<file path="config.mk">
export PLATFORM = sky130hd
export DESIGN_NAME = binary_to_bcd_converter
export DESIGN_NICKNAME = d
export VERILOG_FILES = /design/src/rtl/binary_to_bcd_converter_pkg.sv /design/src/rtl/bcd_digit_adjust.sv /design/src/rtl/binary_to_bcd_converter.sv
export SDC_FILE = /design/constraint.sdc
export NUM_CORES = 1
export LEC_CHECK = 0
export CAP_MARGIN = 10
export CORE_MARGIN = 8
export CORE_UTILIZATION = 45
export CTS_CLUSTER_DIAMETER = 100
export DETAILED_ROUTE_END_ITERATION = 7
export GPL_TIMING_DRIVEN = 0
export PLACE_DENSITY = 0.68
export SLEW_MARGIN = 10
export SYNTH_ARGS = -nofsm -noshare
export SYNTH_HDL_FRONTEND = slang
export SYNTH_SLANG_ARGS = --single-unit
</file>
<file path="constraint.sdc">
create_clock -name clock -period 1.7 [get_ports clock]
set_clock_uncertainty 0.15 [all_clocks]
set_input_delay 0.34 -clock clock [delete_from_list [all_inputs] [get_ports clock]]
set_output_delay 0.34 -clock clock [all_outputs]
set_load 0.02 [all_outputs]
</file>
<file path="src/rtl/binary_to_bcd_converter_pkg.sv">
// rtl/binary_to_bcd_converter_pkg.sv - shared seven-segment constants and FSM encoding
//
// Purpose: state encoding for the binary-to-BCD converter FSM, the BCD digit
// width, and a constant helper giving the largest value representable in a
// given number of decimal digits.
// Ports: none (package).
package binary_to_bcd_converter_pkg;

  localparam int DIGIT_W = 4;

  typedef enum logic [1:0] {
    IDLE   = 2'd0,
    SHIFT  = 2'd1,
    FINISH = 2'd2
  } state_t;

  // 10^digits - 1, evaluated at elaboration time for the overflow limit.
  function automatic longint unsigned max_decimal(input int digits);
    longint unsigned r;
    r = 64'd1;
    for (int i = 0; i < digits; i++) begin
      r = r * 64'd10;
    end
    return r - 64'd1;
  endfunction

endpackage

</file>
<file path="src/rtl/bcd_digit_adjust.sv">
// rtl/bcd_digit_adjust.sv - double-dabble nibble correction
//
// Purpose: pre-shift correction of one BCD digit; a nibble of 5 or more gets 3
// added so that the following left shift carries correctly into the next digit.
// Ports:
//   nibble   in  DIGIT_W  current scratch digit
//   adjusted out DIGIT_W  nibble + 3 when nibble >= 5, else nibble
module bcd_digit_adjust
  import binary_to_bcd_converter_pkg::*;
(
  input  logic [DIGIT_W-1:0] nibble,
  output logic [DIGIT_W-1:0] adjusted
);

  assign adjusted = (nibble >= DIGIT_W'(5)) ? nibble + DIGIT_W'(3) : nibble;

endmodule

</file>
<file path="src/rtl/binary_to_bcd_converter.sv">
// rtl/binary_to_bcd_converter.sv - sequential double-dabble binary to packed BCD converter
//
// Purpose: converts an unsigned binary value into NUM_DIGITS packed BCD digits
// using one double-dabble iteration per clock, saturating to all nines when the
// value does not fit.
// Ports:
//   clock    in   1               rising-edge clock
//   resetN   in   1               asynchronous active-low reset
//   start    in   1               conversion request (honoured in IDLE/FINISH)
//   binary   in   BIN_WIDTH       value sampled on an accepted start
//   busy     out  1               high while iterating (SHIFT)
//   done     out  1               one-cycle completion pulse (FINISH)
//   bcd      out  4*NUM_DIGITS    registered result, digit 0 in bits [3:0]
//   overflow out  1               registered: last accepted input did not fit
module binary_to_bcd_converter
  import binary_to_bcd_converter_pkg::*;
#(
  parameter int NUM_DIGITS = 4,
  parameter int BIN_WIDTH  = 14
) (
  input  logic                          clock,
  input  logic                          resetN,
  input  logic                          start,
  input  logic [BIN_WIDTH-1:0]          binary,
  output logic                          busy,
  output logic                          done,
  output logic [DIGIT_W*NUM_DIGITS-1:0] bcd,
  output logic                          overflow
);

  localparam int BCD_W = DIGIT_W * NUM_DIGITS;
  localparam int CNT_W = $clog2(BIN_WIDTH + 1);
  localparam int ALL_W = BCD_W + BIN_WIDTH;

  localparam longint unsigned MAX_DEC  = max_decimal(NUM_DIGITS);
  localparam logic [CNT_W-1:0] CNT_LOAD = CNT_W'(BIN_WIDTH);
  localparam logic [CNT_W-1:0] CNT_ONE  = CNT_W'(1);
  localparam logic [BCD_W-1:0] SAT_BCD  = {NUM_DIGITS{4'h9}};

  state_t                 state;
  state_t                 state_next;
  logic [BIN_WIDTH-1:0]   shift_bin;
  logic [BCD_W-1:0]       scratch;
  logic [CNT_W-1:0]       count;
  logic                   ovf_pending;

  logic [BCD_W-1:0]       adjusted;
  logic [ALL_W-1:0]       combined;
  logic [BCD_W-1:0]       scratch_shifted;
  logic [BIN_WIDTH-1:0]   bin_shifted;
  logic                   accept;
  logic                   last_iter;
  logic                   exceeds;

  // Per-digit add-3 correction ahead of the shift.
  for (genvar d = 0; d < NUM_DIGITS; d++) begin : g_digit
    bcd_digit_adjust u_adjust (
      .nibble   (scratch[d*DIGIT_W +: DIGIT_W]),
      .adjusted (adjusted[d*DIGIT_W +: DIGIT_W])
    );
  end

  // The top bit shifted out of the scratch is dropped; such inputs are
  // exactly the ones caught by the overflow compare and saturated anyway.
  assign combined        = {adjusted, shift_bin} << 1;
  assign scratch_shifted = combined[ALL_W-1 -: BCD_W];
  assign bin_shifted     = combined[BIN_WIDTH-1:0];

  assign accept    = start && ((state == IDLE) || (state == FINISH));
  assign last_iter = (state == SHIFT) && (count == CNT_ONE);
  assign exceeds   = 64'(binary) > MAX_DEC;

  assign busy = (state == SHIFT);
  assign done = (state == FINISH);

  always_ff @(posedge clock or negedge resetN) begin
    if (!resetN) begin
      state <= IDLE;
    end else begin
      state <= state_next;
    end
  end

  always_comb begin
    state_next = state;
    case (state)
      IDLE: begin
        if (start) begin
          state_next = SHIFT;
        end
      end
      SHIFT: begin
        if (count == CNT_ONE) begin
          state_next = FINISH;
        end
      end
      FINISH: begin
        // A start seen here restarts immediately for back-to-back use.
        state_next = start ? SHIFT : IDLE;
      end
      default: begin
        state_next = IDLE;
      end
    endcase
  end

  always_ff @(posedge clock or negedge resetN) begin
    if (!resetN) begin
      shift_bin   <= '0;
      scratch     <= '0;
      count       <= '0;
      ovf_pending <= 1'b0;
      bcd         <= '0;
      overflow    <= 1'b0;
    end else if (accept) begin
      shift_bin   <= binary;
      scratch     <= '0;
      count       <= CNT_LOAD;
      ovf_pending <= exceeds;
    end else if (state == SHIFT) begin
      shift_bin <= bin_shifted;
      scratch   <= scratch_shifted;
      count     <= count - CNT_ONE;
      if (last_iter) begin
        bcd      <= ovf_pending ? SAT_BCD : scratch_shifted;
        overflow <= ovf_pending;
      end
    end
  end

endmodule

</file>
==> Word level (Yosys, flattened, before mapping) <==
Index checks and enable logic that the tools add are counted.
{ "totals": {"input_bits": 17, "reg_bits": 54, "out_inout_bits": 19, "word_cells": 45} }
{ "op_classes": {"magnitude_cmp": 5, "reduce_logical": 7, "n_addsub": 5, "n_mux": 15, "n_eq_ne": 5, "n_bitwise": 1} }
{ "ops": {"columns": ["operator", "n"], "rows": [
  ["$mux 16", 3],
  ["$mux 14", 2],
  ["$mux 4", 5],
  ["$ge 4x3->1 const B", 4],
  ["$gt 14x14->1 const B", 1],
  ["$add 4x2->4 const B", 3],
  ["$pmux 2 s3", 1],
  ["$eq 4x1->1 const B", 1],
  ["$mux 2", 2],
  ["$sub 4x1->4 const B", 1],
  ["$add 3x2->3 const B", 1],
  ["$mux 3", 1],
  ["$reduce_and 3->1", 1],
  ["$eq 2x1->1 const B", 1],
  ["$eq 2x2->1 const B", 1],
  ["$logic_and 1x1->1", 2],
  ["$logic_not 2->1", 1],
  ["$ne 2x1->1 const B", 1],
  ["$ne 2x2->1 const B", 1],
  ["$reduce_and 2->1", 1],
  ["$reduce_bool 2->1", 1],
  ["$logic_or 1x1->1", 1],
  ["$mux 1", 1],
  ["$not 1->1", 1]
]} }

==> Longest topological paths before layout <==
{ "logic_depth": {"depth_word": 5, "mapped_depth": 8, "depth_no_buf": 7} }

==> Cells and area by module <==
From an unflattened synthesis, not the netlist that was laid out.
{ "unflattened": {"hier_cells": 267, "hier_area_um2": 2672.6} }
{ "modules_own_cells": {"columns": ["mod", "cells_each", "n_inst", "seq_area_each_um2", "area_each_um2"], "rows": [
  ["binary_to_bcd_converter", 203, 1, 1351.3, 2267.2],
  ["bcd_digit_adjust", 16, 4, 0.0, 101.3]
]} }

==> Worst setup path after synthesis <==
OpenSTA, ideal clock, no wires.
{ "synth_path": {"path_kind": "reg2reg", "start": "register scratch[8]", "end": "register bcd[10]", "path_slack_ns": 0.186, "required_ns": 1.484, "n_path_buf": 0, "setup_ns": 0.066, "synth_period_minus_slack_ns": 1.514, "t_arrival_ns": 1.298, "stages_incl_launch_ff": 7, "cell_sequence": "dfrtp_1 -> inv_1 -> ha_1 -> nand2b_1 -> a21oi_2 -> mux2i_1 -> a22o_1"} }
{ "synth_via": {"elab_chain_len": 3, "elab_cells_between_ends": 4, "cone_classes": "1 x add/sub; 1 x order compare; 2 x mux"} }
{ "synth_rtl": {"columns": ["element", "line", "text"], "rows": [
  ["start, declared", "binary_to_bcd_converter.sv:43", "logic [BCD_W-1:0] scratch;"],
  ["start signal, assigned", "binary_to_bcd_converter.sv:122", "scratch <= scratch_shifted;"],
  ["$add 4x2->4 / $ge 4x3->1 (equally long branches)", "bcd_digit_adjust.sv:15", "assign adjusted = (nibble >= DIGIT_W'(5)) ? nibble + DIGIT_W'(3) : nibble;"],
  ["$mux 4 *", "bcd_digit_adjust.sv:15", null],
  ["$mux 16 *", "binary_to_bcd_converter.sv:125", "bcd <= ovf_pending ? SAT_BCD : scratch_shifted;"],
  ["end signal, assigned", "binary_to_bcd_converter.sv:125", null],
  ["end, declared", "binary_to_bcd_converter.sv:27", "output logic [DIGIT_W*NUM_DIGITS-1:0] bcd,"]
]} }
Every way passes the cells marked *; elsewhere a longest branch is shown, timed or not.
A chain may end at the register's enable or synchronous reset.

==> Final worst setup path <==
{ "layout_path": {"start": "register scratch[13]", "end": "register bcd[14]"} }
{ "layout_via": {"elab_chain_len": 3, "elab_cells_between_ends": 4, "cone_classes": "1 x add/sub; 1 x order compare; 2 x mux"} }
{ "layout_rtl": {"columns": ["element", "line"], "rows": [
  ["$ge 4x3->1 / $add 3x2->3 (equally long branches)", "bcd_digit_adjust.sv:15"],
  ["$mux 3 *", "bcd_digit_adjust.sv:15"],
  ["$mux 16 *", "binary_to_bcd_converter.sv:125"]
]} }
Marked as above.

==> flow_results.xml <==
<?xml version="1.0" encoding="UTF-8"?>
<metrics>
  <group name="timing">
    <metric name="timing.final.setup_violations" unit="">0</metric>
    <metric name="max_freq" unit="GHz">0.5980</metric>
    <metric name="timing.final.crit_period" unit="ns">1.672</metric>
    <metric name="worst-slew-pin-transition" unit="ns">0.4919</metric>
    <metric name="maxSlewViolCount" unit="">0</metric>
    <metric name="final.hold.worst_slack" unit="ns">0.3213</metric>
    <metric name="final-hold-violation-count" unit="">0</metric>
    <metric name="final.period_utilization" unit="%">98.36</metric>
    <metric name="slew-limit-headroom" unit="%">67.20</metric>
  </group>
  <group name="yosys">
    <metric name="synth_enable_flop_cells" unit="">0</metric>
    <metric name="synthesis.yosys.warnings" unit="">0</metric>
    <metric name="synth_largest_area_cell" unit="">sky130_fd_sc_hd__dfrtp_1</metric>
    <metric name="synth_adder_area_share" unit="%">4.948</metric>
    <metric name="count_of_unique_library_cells_instantiated_by_yosys" unit="">30</metric>
    <metric name="synth_top_cell_area_share" unit="%">53.44</metric>
    <metric name="synthesis.nets" unit="">274</metric>
    <metric name="netlist_area" unit="mm²">0.002529</metric>
    <metric name="synthSimpleGateAreaFrac" unit="%">15.73</metric>
    <metric name="synth_cells" unit="">247</metric>
    <metric name="synthFlopType" unit="">sky130_fd_sc_hd__dfrtp_1</metric>
    <metric name="yosys-mux-area-fraction" unit="%">1.583</metric>
    <metric name="netlist_top_cells_area" unit="">sky130_fd_sc_hd__dfrtp_1 (53%), sky130_fd_sc_hd__nand2_1 (6.7%), sky130_fd_sc_hd__a22o_1 (6.2%), sky130_fd_sc_hd__ha_1 (4.9%), sky130_fd_sc_hd__a22oi_1 (4.2%)</metric>
    <metric name="synth_area_per_cell" unit="µm²">10.24</metric>
    <metric name="flop_and_latch_count_out_of_synthesis" unit="">54</metric>
    <metric name="ys_seq_area_share" unit="%">53.44</metric>
    <metric name="synth_compound_gate_area_share" unit="%">18.21</metric>
    <metric name="ys_async_sr_fraction" unit="%">100.0</metric>
    <metric name="synthXorXnorAreaFrac" unit="%">1.732</metric>
    <metric name="largest_family_of_logic_cells_by_synthesized_area" unit="">compound AO/OA/AOI/OAI gates</metric>
  </group>
  <group name="power">
    <metric name="power_frac_comb" unit="%">51.3</metric>
    <metric name="power_density" unit="mW/mm²">1997</metric>
    <metric name="netSwitchingFraction" unit="%">40.79</metric>
    <metric name="overall_power_after_layout" unit="mW">6.735</metric>
    <metric name="clock_power_share" unit="%">13.0</metric>
    <metric name="leakage" unit="nW">1.583</metric>
    <metric name="vdd.ir_drop.worst" unit="V">0.0007744</metric>
    <metric name="p_int" unit="mW">3.988</metric>
    <metric name="seq_power_share" unit="%">35.7</metric>
    <metric name="power_switching" unit="mW">2.747</metric>
  </group>
  <group name="global_route">
    <metric name="gr-total-overflow" unit="">0</metric>
    <metric name="wire_length_of_the_first_global_routing_pass" unit="µm">10090</metric>
    <metric name="grt_start_max_net_pins" unit="">36</metric>
    <metric name="via_count_of_the_first_global_routing_pass" unit="">2114</metric>
    <metric name="globalRouteTotalUtil" unit="%">14.90</metric>
    <metric name="grt_antenna_before_repair" unit="">0</metric>
  </group>
  <group name="critical_path">
    <metric name="setup_crit_end_kind" unit="">flip-flop</metric>
    <metric name="timing.setup.critical_path_class" unit="">flip-flop to flip-flop</metric>
    <metric name="reg2reg_slack" unit="ns">0.03</metric>
    <metric name="worstReg2RegEnd" unit="">bcd[14]</metric>
    <metric name="cp-start-kind" unit="">flip-flop</metric>
    <metric name="crit_arrival" unit="ns">1.77</metric>
    <metric name="worstRegToRegCells" unit="">6</metric>
    <metric name="crit-reg2reg-launch" unit="">scratch[13]</metric>
    <metric name="cp.required" unit="ns">1.80</metric>
    <metric name="worstPathMaxFanout" unit="">3</metric>
  </group>
  <group name="finish">
    <metric name="final.fill_count" unit="">470</metric>
    <metric name="final_layout_size_suffix_gt1_share" unit="%">23.20</metric>
    <metric name="fin_nets" unit="">332</metric>
    <metric name="antenna_cells" unit="">0</metric>
    <metric name="layout-area-overhead-vs-synth" unit="%">33.35</metric>
  </group>
  <group name="floorplanning">
    <metric name="placement_rows" unit="">27</metric>
    <metric name="die_span_in_x" unit="µm">90.96</metric>
    <metric name="fp.dieArea" unit="mm²">0.008274</metric>
    <metric name="floorplan.io_pins" unit="">36</metric>
    <metric name="initial_utilization" unit="%">46.20</metric>
    <metric name="floorplan.die.height" unit="µm">90.96</metric>
    <metric name="core_area" unit="mm²">0.005473</metric>
  </group>
  <group name="drt">
    <metric name="detailed_routing_iterations_pass_1" unit="">4</metric>
    <metric name="via_count" unit="">2037</metric>
    <metric name="drc" unit="">0</metric>
    <metric name="drt_iter0_drc" unit="">98</metric>
    <metric name="wirelength" unit="µm">6049</metric>
    <metric name="postRouteAntennaNets" unit="">0</metric>
    <metric name="route.detailed.wl_per_inst" unit="µm">16.00</metric>
    <metric name="detail_route.vias_per_cell" unit="">5.389</metric>
  </group>
  <group name="clocking">
    <metric name="cts.sink_count" unit="">54</metric>
    <metric name="cts_buffers" unit="">5</metric>
    <metric name="cts.clk_slew.worst_paths" unit="ns">0.10</metric>
    <metric name="cts_max_path_buffers" unit="">2</metric>
    <metric name="clock_tree.root_cell" unit="">sky130_fd_sc_hd__clkbuf_8</metric>
    <metric name="worst_skew_pair.late_latency" unit="ns">0.31</metric>
    <metric name="cts-htree-levels" unit="">2</metric>
    <metric name="clock_tree_from_tritoncts" unit="">done</metric>
  </group>
  <group name="place">
    <metric name="io_buffers" unit="">35</metric>
    <metric name="gpl_congestion" unit="">0.7498</metric>
    <metric name="post-dp-hpwl" unit="µm">3938</metric>
  </group>
  <group name="hold_path">
    <metric name="min-delay-path-class" unit="">flip-flop to flip-flop</metric>
    <metric name="hold_path_startpoint" unit="">bcd[0]</metric>
    <metric name="worstHoldPathCells" unit="">2</metric>
    <metric name="hold-path-endpoint" unit="">bcd[0]</metric>
  </group>
  <group name="job">
    <metric name="drv.max_cap_violation_count" unit="">0</metric>
  </group>
  <group name="run_status">
    <metric name="run_status" unit="">finished clean</metric>
  </group>
</metrics>
## power by group through the flow
stage / clock, mW / combinational [mW] / sequential, mW
global route: 0.932 / 3.84 / 2.50
detailed placement: 0 / 2.98 / 2.40
finish: 0.878 / 3.45 / 2.41
global placement: 0 / 2.88 / 2.39
CTS: 0.888 / 2.93 / 2.38
floorplan: 0 / 1.82 / 2.55
## cells in the final DEF (no fill, tap or decap), types with 4 or more instances in the layout
cell type	n
sky130_fd_sc_hd__a21oi_1	10
sky130_fd_sc_hd__buf_2	9
sky130_fd_sc_hd__nand2b_4	5
sky130_fd_sc_hd__inv_2	7
sky130_fd_sc_hd__o21ai_0	4
sky130_fd_sc_hd__a21oi_2	4
sky130_fd_sc_hd__dfrtp_1	51
sky130_fd_sc_hd__nand2_1	45
sky130_fd_sc_hd__dlygate4sd2_1	17
sky130_fd_sc_hd__nor3_1	4
sky130_fd_sc_hd__nor2_1	12
sky130_fd_sc_hd__xnor2_1	5
sky130_fd_sc_hd__ha_1	5
sky130_fd_sc_hd__nand3_1	5
sky130_fd_sc_hd__a22oi_1	14
sky130_fd_sc_hd__ha_4	4
sky130_fd_sc_hd__buf_4	13
sky130_fd_sc_hd__clkbuf_8	5
sky130_fd_sc_hd__nor3b_1	4
sky130_fd_sc_hd__buf_8	4
sky130_fd_sc_hd__clkdlybuf4s50_1	15
sky130_fd_sc_hd__o21ai_1	10
sky130_fd_sc_hd__a22o_1	18
## registers in the layout, summed over array words and instances (netlist names)
signal / cells
shift_bin: 14
overflow: 1
state: 2
bcd: 16
scratch: 16
ovf_pending: 1
count: 4
## critical path, cell delays in order (launching register included)
cell and delay, ns:
sky130_fd_sc_hd__dfrtp_1 0.39, sky130_fd_sc_hd__inv_2 0.07, sky130_fd_sc_hd__ha_2 0.17, sky130_fd_sc_hd__nand2b_4 0.13, sky130_fd_sc_hd__a21oi_2 0.21, sky130_fd_sc_hd__mux2i_1 0.31, sky130_fd_sc_hd__a22o_1 0.18
## worst max-delay path by stage
stage | cells after the start | to | from
CTS | 4 | busy | state[1]
global placement | 1 | shift_bin[8] | resetN
global route | 6 | bcd[14] | scratch[13]
finish | 6 | bcd[14] | scratch[13]
floorplan | 6 | bcd[10] | scratch[8]
detailed placement | 4 | busy | state[1]
## Yosys cell counts, types with 2 or more instances
library cell	number
sky130_fd_sc_hd__a22o_1	18
sky130_fd_sc_hd__mux2i_1	4
sky130_fd_sc_hd__nand3_1	5
sky130_fd_sc_hd__nor3b_1	4
sky130_fd_sc_hd__o21ai_0	4
sky130_fd_sc_hd__a21oi_1	10
sky130_fd_sc_hd__inv_1	10
sky130_fd_sc_hd__a21oi_2	4
sky130_fd_sc_hd__o21ai_1	10
sky130_fd_sc_hd__nand2_1	45
sky130_fd_sc_hd__xnor2_1	5
sky130_fd_sc_hd__nor3_1	4
sky130_fd_sc_hd__inv_2	2
sky130_fd_sc_hd__nor2_1	13
sky130_fd_sc_hd__buf_4	2
sky130_fd_sc_hd__dfrtp_1	54
sky130_fd_sc_hd__a31oi_1	3
sky130_fd_sc_hd__ha_1	10
sky130_fd_sc_hd__nand2b_1	6
sky130_fd_sc_hd__buf_2	10
sky130_fd_sc_hd__a22oi_1	14
sky130_fd_sc_hd__nor2b_1	2
## final cells by class
| type | instances | area, µm² | share of cell area [%] |
|---|---|---|---|
| timing repair buffer | 51 | 473.0 | 14.03 |
| inverter | 12 | 52.55 | 1.558 |
| sequential | 54 | 1355 | 40.19 |
| clock inverter | 3 | 40.04 | 1.187 |
| buffer | 12 | 100.1 | 2.968 |
| tap | 72 | 90.09 | 2.672 |
| clock buffer | 5 | 68.82 | 2.041 |
| multi-input combinational | 169 | 1192 | 35.36 |
## per-stage QoR
stage / cell area [µm²] / TNS, ns / util, % / setup slack [ns] / cells
final: 3372 / 0 / 61.61 / 0.02780 / 378
after global routing: 3372 / -0.1029 / 61.61 / -0.03863 / 378
after CTS: 3137 / -0.01973 / 57.32 / -0.01238 / 365
after detailed placement: 2984 / -5.742 / 54.53 / -0.3577 / 355
after global placement: 2969 / -89.51 / 54.25 / -1.566 / 354
after floorplan: 2529 / 0 / - / 0.1864 / 247
## metal layers
layer | share of wire (%) | track usage, % | wire length [µm]
met5 | 0 | 0 | 0
met4 | 1.9 | 5.048 | 113
met3 | 4.8 | 4.198 | 288
met2 | 49 | 24.61 | 2939
met1 | 45 | 18.26 | 2708
## cell families after synthesis
family	Yosys count
simple gates	85
flops	54
xor+xnor	5
mux	4
fa+ha+maj	10
buf+inv	24
compound gates	65
## what timing repair did
item	4_1_cts	5_1_grt
setup buffers	1	12
gates resized for setup	36	33
hold endpoints to repair	19	0
hold buffers	1	0
gates cloned	0	1
pin swaps	0	13
endpoints found under the setup margin	29	26
(Power assumes the default switching activity.)
==> RTL edit 1 (config.mk and constraints unchanged) <==
The parameter `NUM_DIGITS` goes from 4 to 6. Comments in the files are not updated.
--- a/src/rtl/binary_to_bcd_converter.sv
+++ b/src/rtl/binary_to_bcd_converter.sv
@@ -17,3 +17,3 @@
 #(
-  parameter int NUM_DIGITS = 4,
+  parameter int NUM_DIGITS = 6,
   parameter int BIN_WIDTH  = 14
Ports: changed (resized bcd); port bits go from 36 to 44. No check against the original RTL was run, so the function may have changed too.
==> RTL edit 1 against the original RTL <==
The run now ends with setup timing left. Design area is 31% higher. Largest cell class unchanged. Synthesized area is 31% higher. Critical path type unchanged. Power is 35% higher. Sequential cell count is 14 higher. Fmax is 5.0% lower. Highest routed layer unchanged. Routed wire length is 24% higher. Largest power group unchanged. Worst setup slack worse by 87 ps.
==> RTL edit 1: results (changes against the original RTL) <==
- Run status: finished, violations left
- Failing checks: setup timing
- Synthesized net count: 334 (+22%)
- Sequential share of the synthesized area: 51.5% (-1.9 points)
- Depth of the CTS H-tree: 3 (+1)
- GP Congestion: 0.781 (+4.1%)
- CP max FO: 5 (+2)
- Crit-path leading delay family: flip-flops
- HPWL after DPL: 4770 um (+21%)
- Comb pwr share: 49.9% (-1.4 points)
- CTS clk-pin slew, worst paths: 80 ps (-20 ps)
- GRT Overall Usage: 14.8% (-0.12 points)
- Setup violators final: 9 (+9)
- Setup slack after placement: -462 ps (-105 ps)
- Later-pin clock latency in the skew report: 350 ps (+40 ps)
- Nets: 408 (+23%)
- Diodes inserted: 0 (unchanged)
- Flop pwr share: 33.6% (-2.1 points)
- Ys flop type: dfrtp_1
- Worst Path Arrival: 1840 ps (+70 ps)
- Count of cell types in the netlist: 33 (+10%)
- VDD IR max: 919 uV (+19%)
- Share of layout cells above drive strength 1: 25.7% (+2.5 points)
- Most area-consuming cells after synthesis: dfrtp_1, nand2_1, ha_1, mux2_4, a22o_1
- Lkg Pwr: 2.06 nW (+30%)
- PwrDens: 2070 nW/um2 (+3.4%)
- Top flop regs: bcd (24), scratch (24), shift_bin (14)
- Global-route wire length before repair: 11900 um (+18%)
- DRT iter0 DRCs: 68 (-31%)
- Final WL: 7480 um (+24%)
- Slack of the critical path: -59.4 ps (-87.2 ps)
- Cell Area, Placed: 3870 um2 (+30%)
- IO Port Bufs: 42 (+20%)
- Post-Layout Cell Count: 481 (+27%)
- MaxCap Viol Count: 0 (unchanged)
- Min-delay worst type: in2async
- Pre-antenna DRT Iters: 4 (unchanged)
- Gate Count Post-Synth: 303 (+23%)
- DP Cell Count: 445 (+25%)
- Via density: 5.19 (-3.6%)
- Sw frac: 39.6% (-1.2 points)
- Root buf cell: clkbuf_8
- Initial antenna violation count: 0 (unchanged)
- Largest net degree at the start of global routing: 49 (+36%)
- Post-synth ARST share: 100% (unchanged)
- Total CTS buffers: 9 (+4)
- Largest stage delay on the critical path: 400 ps
- Setup TNS Final: -465 ps (-465 ps)
- Synth top cells by count: dfrtp_1, nand2_1, o21ai_0
[RTL edit 1: area by class of cell]
type                       count  area [um2]
tap                           99         124
multi-input combinational    205        1550
sequential                    68        1710
clock buffer                  10         138
fill                         618        2770
clock inverter                 6        87.6
timing repair buffer          64         604
inverter                      16        67.6
buffer                        13         130
[RTL edit 1: kinds of logic after synthesis]
kind of cell               after synthesis  share of synthesized area, %
AOI/OAI and AO/OA                       76                          14.8
xor gates and xnor gates                 7                          1.86
adders and majority gates               14                          5.30
buffers and inverters                   30                          5.26
DFF                                     68                          51.5
muxes                                   19                          7.27
other                                    1                         0.113
and+or+nand+nor                         88                          13.9
[RTL edit 1: worst paths after layout]
kind | start | depth (start not counted) | slack [ps] | end
min reg2reg | bcd[19] | 2 | 330 | bcd[19]
max in group asynchronous | resetN | 3 | 580 | scratch[4]
min in group clock | bcd[19] | 2 | 330 | bcd[19]
min | resetN | 2 | 280 | bcd[16]
max | count[1] | 8 | -60 | bcd[17]
max reg2reg | count[1] | 8 | -60 | bcd[17]
[RTL edit 1: repair_timing]
action	4_1_cts	5_1_grt
pin swaps	1	10
setup buffers	6	14
hold buffers	1	0
cloned	1	0
gates resized for setup	48	28
hold endpoints to repair	20	0
endpoints found under the setup margin	41	34
[RTL edit 1: metal layers]
metal / vias to the layer above / share of wire (%) / GRT usage (%)
met2: 68 / 46 / 22.1
met4: 0 / 1.4 / 6.87
li1: 1197 / - / -
met3: 11 / 5.7 / 3.78
met1: 1222 / 47 / 19.5
met5: - / 0 / 0
[RTL edit 1: worst reg2reg max path: cells and delay by family, from the launching register on]
kind          cells  cell delay [ps]
buf+inv           4              370
mux               1              300
simple gates      2              320
fa+ha+maj         1              110
flops             1              400
==> RTL edit 2 (same settings) <==
Made on the original files. Register the inputs `start` and `binary` before use, without a reset. The logic sees them one clock later.
--- a/src/rtl/binary_to_bcd_converter.sv
+++ b/src/rtl/binary_to_bcd_converter.sv
@@ -39,2 +39,10 @@
 
+  logic start_q;
+  logic [BIN_WIDTH-1:0] binary_q;
+
+  always_ff @(posedge clock) begin
+    start_q  <= start;
+    binary_q <= binary;
+  end
+
   state_t                 state;
@@ -68,5 +76,5 @@
 
-  assign accept    = start && ((state == IDLE) || (state == FINISH));
+  assign accept    = start_q && ((state == IDLE) || (state == FINISH));
   assign last_iter = (state == SHIFT) && (count == CNT_ONE);
-  assign exceeds   = 64'(binary) > MAX_DEC;
+  assign exceeds   = 64'(binary_q) > MAX_DEC;
 
@@ -87,3 +95,3 @@
       IDLE: begin
-        if (start) begin
+        if (start_q) begin
           state_next = SHIFT;
@@ -98,3 +106,3 @@
         // A start seen here restarts immediately for back-to-back use.
-        state_next = start ? SHIFT : IDLE;
+        state_next = start_q ? SHIFT : IDLE;
       end
@@ -115,3 +123,3 @@
     end else if (accept) begin
-      shift_bin   <= binary;
+      shift_bin   <= binary_q;
       scratch     <= '0;
Behaviour: not the same (Yosys sat finds a counterexample within 4 cycles, from zero or initial values and one cycle with resetN low).
==> RTL edit 2 against the original RTL <==
The flow now finishes with violations (setup timing). Sequential power up 15%. Worst setup slack got worse by 44 ps. Hold slack lost 31 ps. Highest routed layer unchanged. Core utilization decreased by 1.6 points. Routed wire length rose by 0.60%. Via count increased by 4.2%. Sequential cell count is 15 higher. Power grew 3.1%. Design area up 10%. Synthesized area grew 11%. Count of clock-buffer cells in the layout up 9. Largest power group unchanged.
==> RTL edit 2: results (changes against the original RTL) <==
- DRT iter0 DRCs: 75 (-23%)
- Later-pin clock latency in the skew report: 340 ps (+30 ps)
- Worst-margin pin slew: 678 ps (+186 ps)
- Lkg Pwr: 1.71 nW (+8.0%)
- Syn. warnings: 0 (unchanged)
- Nets: 343 (+3.3%)
- Setup violators final: 2 (+2)
- Max Root-Sink Buffers: 2 (unchanged)
- Count of cell types in the netlist: 31 (+3.3%)
- Diodes inserted: 0 (unchanged)
- Synth top cells by count: dfrtp_1, nand2_1, a22o_1, dfxtp_1, a22oi_1
- Vias in the first global route: 2031 (-3.9%)
- Sequential share of the synthesized area: 58.6% (+5.2 points)
- Most area-consuming cells after synthesis: dfrtp_1, dfxtp_1, a22o_1, nand2_1, ha_1
- CP max FO: 3 (unchanged)
- Worst Path Arrival: 1840 ps (+70 ps)
- CTS clk-pin slew, worst paths: 70 ps (-30 ps)
- Final WL: 6090 um (+0.60%)
- Initial antenna violation count: 0 (unchanged)
- Via density: 5.33 (-1.0%)
- Largest net degree at the start of global routing: 30 (-17%)
- HPWL after DPL: 3980 um (+1.0%)
- Antenna-violating nets left: 0 (unchanged)
- Share of layout cells above drive strength 1: 21.5% (-1.7 points)
- GRT Overall Usage: 13.8% (-1.1 points)
- Post-synth ARST share: 78.3% (-22 points)
- Slack of the critical path: -16.2 ps (-44.0 ps)
- Failing checks: setup timing
- Pre-antenna DRT Iters: 4 (unchanged)
- Depth of the CTS H-tree: 3 (+1)
- Cell Area, Placed: 3280 um2 (+9.9%)
- # fillers: 523 (+11%)
- Min-delay worst type: in2reg
- GP Congestion: 0.818 (+9.1%)
- Root buf cell: clkbuf_8
- Top flop regs: bcd (16), scratch (16)
- Run status: finished, violations left
- VDD IR max: 811 uV (+4.7%)
- Synthesized net count: 285 (+4.0%)
- IO Port Bufs: 35 (unchanged)
- Global-route wire length before repair: 9610 um (-4.7%)
- Total CTS buffers: 9 (+4)
[RTL edit 2: kinds of logic after synthesis]
| group | Yosys count | synth area share, % |
|---|---|---|
| simple gates | 85 | 14.4 |
| buf+inv | 23 | 3.51 |
| fa+ha+maj | 10 | 4.44 |
| flops | 69 | 58.6 |
| mux | 4 | 1.42 |
| xor+xnor | 5 | 1.55 |
| compound gates | 62 | 16.0 |
[RTL edit 2: path summary, 6_finish.rpt]
path	startpoint	endpoint	slack, ps	cells after the start
worst max-delay path	scratch[9]	bcd[10]	-20	6
worst min-delay path	binary[8]	binary_q[8]	290	1
worst max register to register	scratch[9]	bcd[10]	-20	6
worst min register to register	binary_q[3]	shift_bin[3]	290	2
max in group asynchronous	resetN	scratch[4]	390	3
min in group asynchronous	resetN	bcd[15]	420	2
[RTL edit 2: what timing repair did]
item                                    in CTS  in global routing
endpoints found under the hold margin       28                  0
pin swaps                                    1                 15
resized for setup                           42                 29
endpoints found under the setup margin      33                 28
hold buffers                                 1                  0
setup buffers                                0                  9
cloned                                       0                  1
[RTL edit 2: critical path, stage by stage (launching register included)]
cell      delay [ps]
dfrtp_1          390
inv_2             80
ha_2             160
nand2b_1         150
a21oi_2          230
mux2i_2          320
a22o_1           180
[RTL edit 2: layer usage]
layer | vias up | part of all wire (%) | routed length (um) | GRT usage, %
li1 | 1017 | - | - | -
met1 | 1037 | 47 | 2840 | 17.9
met2 | 59 | 46 | 2790 | 20.7
met3 | 10 | 6.1 | 371 | 4.41
met4 | 0 | 1.4 | 85 | 5.85
met5 | - | 0 | 0 | 0
[RTL edit 2: through the flow]
stage          instances  setup slack, ps  utilization, %  setup TNS [ps]  hold slack [ps]
6_report             398            -16.2            60.0           -18.6              290
3_3_place_gp         370            -1510            52.6          -81770              281
4_1_cts              388            -38.4            56.4           -53.3              277
3_5_place_dp         371             -331            52.9            -512              269
5_1_grt              398            -69.2            60.0            -630              279
2_1_floorplan        258              155               -               0             -106
[RTL edit 2: cell type report]
class	count	share of cell area, %
Tap cell	77	2.59
Sequential cell	69	44.5
Buffer	11	2.08
Multi-Input combinational cell	166	33.2
Clock buffer	14	4.10
Timing Repair Buffer	47	11.9
Clock inverter	2	0.269
Inverter	12	1.41
[RTL edit 2: power breakdown]
group,switching [mW],internal (mW)
Combinational,1.57,1.47
Sequential,0.561,2.21
Clock,0.566,0.567
Total,2.70,4.25
